--- src/rtl/seq_divider_16by8.sv ---
// -----------------------------------------------------------------------------
// seq_divider_16by8
//
// Iterative restoring divider. It accepts a DIVIDEND_W-bit unsigned dividend
// and a DIVISOR_W-bit unsigned divisor, and resolves one quotient bit per clock.
// It returns a registered DIVIDEND_W-bit quotient and a DIVISOR_W-bit remainder.
// Both the input side and the result side use a valid/ready handshake.
// A zero divisor skips the iteration and returns quotient = all ones,
// remainder = 0 and div_by_zero = 1 on the cycle after the accept.
//
// Ports:
//   clk          rising-edge clock
//   rst          synchronous, active-high reset; discards any in-flight division
//   in_valid     operands valid
//   in_ready     block can accept operands (IDLE)
//   dividend     unsigned dividend, DIVIDEND_W bits
//   divisor      unsigned divisor, DIVISOR_W bits
//   out_valid    result valid (DONE)
//   out_ready    consumer accepts the result
//   quotient     registered quotient, held until the next result
//   remainder    registered remainder, held until the next result
//   div_by_zero  the current result came from a zero divisor
//   busy         high while a division is in progress or a result is pending
// -----------------------------------------------------------------------------
module seq_divider_16by8 #(
    parameter int DIVIDEND_W = 16,
    parameter int DIVISOR_W  = 8
) (
    input  logic                  clk,
    input  logic                  rst,
    input  logic                  in_valid,
    output logic                  in_ready,
    input  logic [DIVIDEND_W-1:0] dividend,
    input  logic [DIVISOR_W-1:0]  divisor,
    output logic                  out_valid,
    input  logic                  out_ready,
    output logic [DIVIDEND_W-1:0] quotient,
    output logic [DIVISOR_W-1:0]  remainder,
    output logic                  div_by_zero,
    output logic                  busy
);

    localparam int CNT_W = $clog2(DIVIDEND_W);
    localparam logic [CNT_W-1:0] CNT_INIT = CNT_W'(DIVIDEND_W - 1);

    typedef enum logic [1:0] {IDLE, CALC, DONE} state_t;

    state_t                  state_q, state_d;
    // The dividend shifts out of the MSB while quotient bits shift into the
    // LSB of the same register. After the last step it holds the quotient.
    logic [DIVIDEND_W-1:0]   shift_q, shift_d;
    // After each restore the partial remainder is below the divisor, so it
    // needs only DIVISOR_W bits to store. The shifted trial value is one bit wider.
    logic [DIVISOR_W-1:0]    rem_q, rem_d;
    logic [DIVISOR_W-1:0]    divisor_q, divisor_d;
    logic [CNT_W-1:0]        count_q, count_d;
    logic [DIVIDEND_W-1:0]   quotient_q, quotient_d;
    logic [DIVISOR_W-1:0]    remainder_q, remainder_d;
    logic                    dbz_q, dbz_d;

    logic [DIVISOR_W:0]      rem_shift;
    logic [DIVISOR_W-1:0]    rem_sub;
    logic [DIVISOR_W-1:0]    rem_step;
    logic                    q_bit;

    // ---------------------------------------------------------------- step logic
    always_comb begin
        rem_shift = {rem_q, shift_q[DIVIDEND_W-1]};
        q_bit     = (rem_shift >= {1'b0, divisor_q});
        // When q_bit is set, the true difference is below the divisor, so it
        // fits in DIVISOR_W bits. A modulo subtraction on the low bits is exact.
        rem_sub   = rem_shift[DIVISOR_W-1:0] - divisor_q;
        rem_step  = q_bit ? rem_sub : rem_shift[DIVISOR_W-1:0];
    end

    // ------------------------------------------------------------ state register
    always_ff @(posedge clk) begin
        // NOTE: sequential state uses non-blocking (<=) so that every flop
        // samples the pre-edge values. Blocking here would create order-dependent races.
        if (rst) begin
            state_q     <= IDLE;
            shift_q     <= '0;
            rem_q       <= '0;
            divisor_q   <= '0;
            count_q     <= '0;
            quotient_q  <= '0;
            remainder_q <= '0;
            dbz_q       <= 1'b0;
        end else begin
            state_q     <= state_d;
            shift_q     <= shift_d;
            rem_q       <= rem_d;
            divisor_q   <= divisor_d;
            count_q     <= count_d;
            quotient_q  <= quotient_d;
            remainder_q <= remainder_d;
            dbz_q       <= dbz_d;
        end
    end

    // ---------------------------------------------------------------- next state
    always_comb begin
        // NOTE: assign a default before the case so that no path leaves
        // state_d unassigned. An unassigned path would infer a latch.
        state_d = state_q;
        case (state_q)
            IDLE: if (in_valid) state_d = (divisor == '0) ? DONE : CALC;
            CALC: if (count_q == '0) state_d = DONE;
            DONE: if (out_ready) state_d = IDLE;
            default: state_d = IDLE;
        endcase
    end

    // ------------------------------------------------------------------ datapath
    always_comb begin
        shift_d     = shift_q;
        rem_d       = rem_q;
        divisor_d   = divisor_q;
        count_d     = count_q;
        quotient_d  = quotient_q;
        remainder_d = remainder_q;
        dbz_d       = dbz_q;
        case (state_q)
            IDLE: begin
                if (in_valid) begin
                    shift_d   = dividend;
                    divisor_d = divisor;
                    rem_d     = '0;
                    count_d   = CNT_INIT;
                    if (divisor == '0) begin
                        quotient_d  = '1;
                        remainder_d = '0;
                        dbz_d       = 1'b1;
                    end
                end
            end
            CALC: begin
                shift_d = {shift_q[DIVIDEND_W-2:0], q_bit};
                rem_d   = rem_step;
                if (count_q == '0) begin
                    quotient_d  = {shift_q[DIVIDEND_W-2:0], q_bit};
                    remainder_d = rem_step;
                    dbz_d       = 1'b0;
                end else begin
                    count_d = count_q - CNT_W'(1);
                end
            end
            default: ;
        endcase
    end

    // ------------------------------------------------------------------- outputs
    always_comb begin
        in_ready  = (state_q == IDLE);
        busy      = (state_q != IDLE);
        out_valid = (state_q == DONE);
    end

    assign quotient    = quotient_q;
    assign remainder   = remainder_q;
    assign div_by_zero = dbz_q;

endmodule

--- config.mk ---
export PLATFORM = sky130hd
export DESIGN_NAME = seq_divider_16by8
export DESIGN_NICKNAME = d
export VERILOG_FILES = /design/src/rtl/seq_divider_16by8.sv
export SDC_FILE = /design/constraint.sdc
export NUM_CORES = 1
export LEC_CHECK = 0
export BUFFER_PORTS_ARGS = -buffer_cell sky130_fd_sc_hd__buf_2
export CELL_PAD_IN_SITES_DETAIL_PLACEMENT = 0
export CELL_PAD_IN_SITES_GLOBAL_PLACEMENT = 1
export CORE_ASPECT_RATIO = 2
export CORE_MARGIN = 5
export CORE_UTILIZATION = 40
export CTS_CLUSTER_SIZE = 25
export DETAILED_ROUTE_END_ITERATION = 8
export PLACE_DENSITY_LB_ADDON = 0.25
export SLEW_MARGIN = 20
export SYNTH_ARGS = -nofsm -noshare
export SYNTH_HDL_FRONTEND = slang
export SYNTH_SLANG_ARGS = --single-unit
--- constraint.sdc ---
create_clock -name clk -period 2.8 [get_ports clk]
set_input_delay 0.42 -clock clk [delete_from_list [all_inputs] [get_ports clk]]
set_output_delay 0.42 -clock clk [all_outputs]
set_load 0.01 [all_outputs]
==> metrics.md <==
| Metric | Value |
|---|---|
| Status | complete, no violations |
| Initial antenna violation count | 0 |
| Syn_nets | 402 |
| Worst EP required | 3.01 ns |
| Post-synth design cell area | 2930 um^2 |
| Largest net degree at the start of global routing | 36 |
| Filler Cell Count | 758 |
| Final setup violation count | 0 |
| DRT iter0 DRCs | 178 |
| Mean Syn Cell Area | 8.050 um^2 |
| DR DRC count | 0 |
| Fmax | 406.7 MHz |
| CP endpoint | rem_q[1] |
| Post-route setup TNS | 0 ns |
| PortBufs | 55 |
| WS Path Type | reg2reg |
| Post_cts resized | 0 |
| Fin crit share | 87.81% |
| CTS tree | yes |
| Finished Core Util | 50.00% |
| Met3 Use GR | 4.135% |
| P_leak | 0.001488 uW |
| Initial Util | 40.63% |
| Final ANT Viol Nets | 0 |
| Origin of the critical flop-to-flop path | rem_q[5] |
| Area leader, netlist | dfxtp_1 |
| Post-synth ARST share | 0% |
| Die ar. | 9241 um^2 |
| MaxCap Viol Count | 0 |
| Post-synthesis sequential area ratio | 43.04% |
| Final Skew | 0.005127 ns |
| Drt total wl | 7920 um |
| GR Overflow Total | 0 |
| Most common library cells after synthesis | 77 x nand2_1, 63 x dfxtp_1, 47 x nor2_1 |
| Worst-margin pin slew | 0.8961 ns |
| Count of cell types in the netlist | 44 |
| Startpoint types | register |
| Most frequent cell after synthesis | nand2_1 |
| GRT Total Usage | 18.08% |
| Die Ht | 131.0 um |
| Placed inst area | 3283 um^2 |
| Slew Viols, Final | 0 |
| Iteration count of the initial detailed-routing pass | 4 |
| Nets | 452 |
| Busiest metal layer after global routing | met2 |
| FF+latch count, synth | 63 |
| Layout cells sized above 1 | 20.05% |
| Area contributors post-synth | dfxtp_1 43%, nand2_1 9.9%, nor2_1 6.0% |
| Placeable Area | 7212 um^2 |
| Crit-path max FO | 10 |
| Root Buffer | clkbuf_16 |
| First-pass GRT wire length | 12900 um |
| Post-synthesis cell count | 364 |
| Worst skew pair latency | 0.33 ns |
| R2r endpoint | rem_q[1] |
| Vias per inst | 5.399 |
| Final Cell Area | 3606 um^2 |
| Min cycle time layout | 2.459 ns |
| Post-CTS Hold Fix Bufs | 0 |
| EDFF count, synth | 0 |
| H-Tree Depth | 3 |
| Antenna Cells | 0 |
| Critical Path Start | rem_q[5] |
| TritonCTS Buffers | 9 |
| Met1 Usage GRT | 18.99% |
| Hold crit path type | in2reg |
| IO Pins | 56 |
| Yosys top cell area share | 43.04% |
| Reg2Reg Depth | 6 |
| Chip width | 70.52 um |
| TritonCTS Sinks | 63 |
| Post-DP HPWL | 5879 um |
| Reg clk slew, reported paths | 0.06 ns |
| Worst Setup End Kind | register |
| WP data arrival | 2.67 ns |
| Vias | 2759 |
| Pwr Density | 879.1 nW/um^2 |
| WL per Instance | 15.50 um |
| Relative slew slack | 40.12% |
| Final Wtd Congestion | 0.8760 |
| Core Rows | 44 |
| RSZ-0062 raised after global routing | false |
| Worst vdd ir | 585.0 uV |
| Primary FF master, synth | dfxtp_1 |
| Global Route met2 Usage | 33.31% |
| Vias in the first global route | 2707 |
| Synthesis-to-finish area growth | 23.06% |
| YS warnings | 0 |
| Post-CTS Setup Bufs | 0 |
| R2R Setup Slk | 0.34 ns |
| Clk buf depth | 2 |
| Final Hold Fails | 0 |
| Pwr Total | 3170 uW |
cell families after synthesis:
| logic type | share of synthesized area, % |
|---|---|
| and+or+nand+nor | 22.84 |
| AOI/OAI and AO/OA | 23.10 |
| DFF | 43.04 |
| buffers and inverters | 5.294 |
| adders and majority gates | 4.526 |
| xor gates and xnor gates | 1.196 |
how the worst min path moves through the flow:
| stage | start | endpoint | slack, ns | cells after the start |
|---|---|---|---|---|
| 3_5_place_dp | remainder[7] | remainder[7] | 0.44 | 2 |
| 6_report | divisor[4] | divisor_q[4] | 0.34 | 3 |
| 2_1_floorplan | divisor_q[2] | divisor_q[2] | 0.44 | 2 |
| 4_1_cts | divisor[4] | divisor_q[4] | 0.33 | 3 |
| 3_3_place_gp | remainder[7] | remainder[7] | 0.44 | 2 |
| 5_1_grt | divisor[4] | divisor_q[4] | 0.34 | 3 |
registers in the layout, summed over array words and instances, names as in the netlist:
name         count
quotient        16
shift_q         16
divisor_q        8
rem_q            8
remainder        8
count_q          4
state_q          2
div_by_zero      1
layout make-up:
| cell class | count | area, um^2 | share of cell area (%) |
|---|---|---|---|
| Multi-Input combinational cell | 262 | 1519 | 42.12 |
| Sequential cell | 63 | 1261 | 34.98 |
| Timing Repair Buffer | 62 | 327.8 | 9.091 |
| Clock buffer | 9 | 225.2 | 6.246 |
| Tap cell | 92 | 115.1 | 3.192 |
| Clock inverter | 7 | 97.59 | 2.706 |
| Inverter | 16 | 60.06 | 1.666 |
power breakdown:
group | internal, uW | switching [uW] | total, uW
clock | 779 | 412 | 1190
sequential | 1000 | 74.6 | 1070
combinational | 326 | 578 | 904
cells in the final DEF, fill, tap and decap left out, drive strengths merged, types with 2 or more instances in the layout:
cell type	count
a211oi	18
a21oi	20
a311oi	18
a31o	2
a32o	4
buf	62
bufinv	2
clkbuf	9
clkinv	3
clkinvlp	2
dfxtp	63
ha	9
inv	16
nand2	77
nand2b	2
nand3	4
nor2	47
nor2b	4
nor3	6
nor3b	3
nor4	3
o211ai	14
o21ai	4
o31ai	4
or3	2
or4	2
xor2	3
per-stage QoR:
| stage | hold slack (ns) | instances | setup slack [ns] |
|---|---|---|---|
| floorplan | 0.4363 | 364 | 0.5596 |
| global placement | 0.4392 | 495 | 0.3983 |
| detailed placement | 0.4406 | 495 | 0.3614 |
| CTS | 0.3283 | 511 | 0.3532 |
| global route | 0.3407 | 511 | 0.2432 |
| finish | 0.3360 | 511 | 0.3415 |
per-layer routing:
layer	vias to the layer above	part of all wire [%]
li1	1393	-
met4	0	3.1
met5	-	0
met2	75	55
met3	15	5.0
met1	1276	37
worst max-delay path: stages (launching register included):
cell	delay [ns]
dfxtp_1	0.34
ha_1	0.41
a21oi_2	0.17
nor2b_1	0.07
or4_1	0.53
or2_0	0.43
a221o_1	0.39
Note: power is estimated with default switching activity, not from simulation.
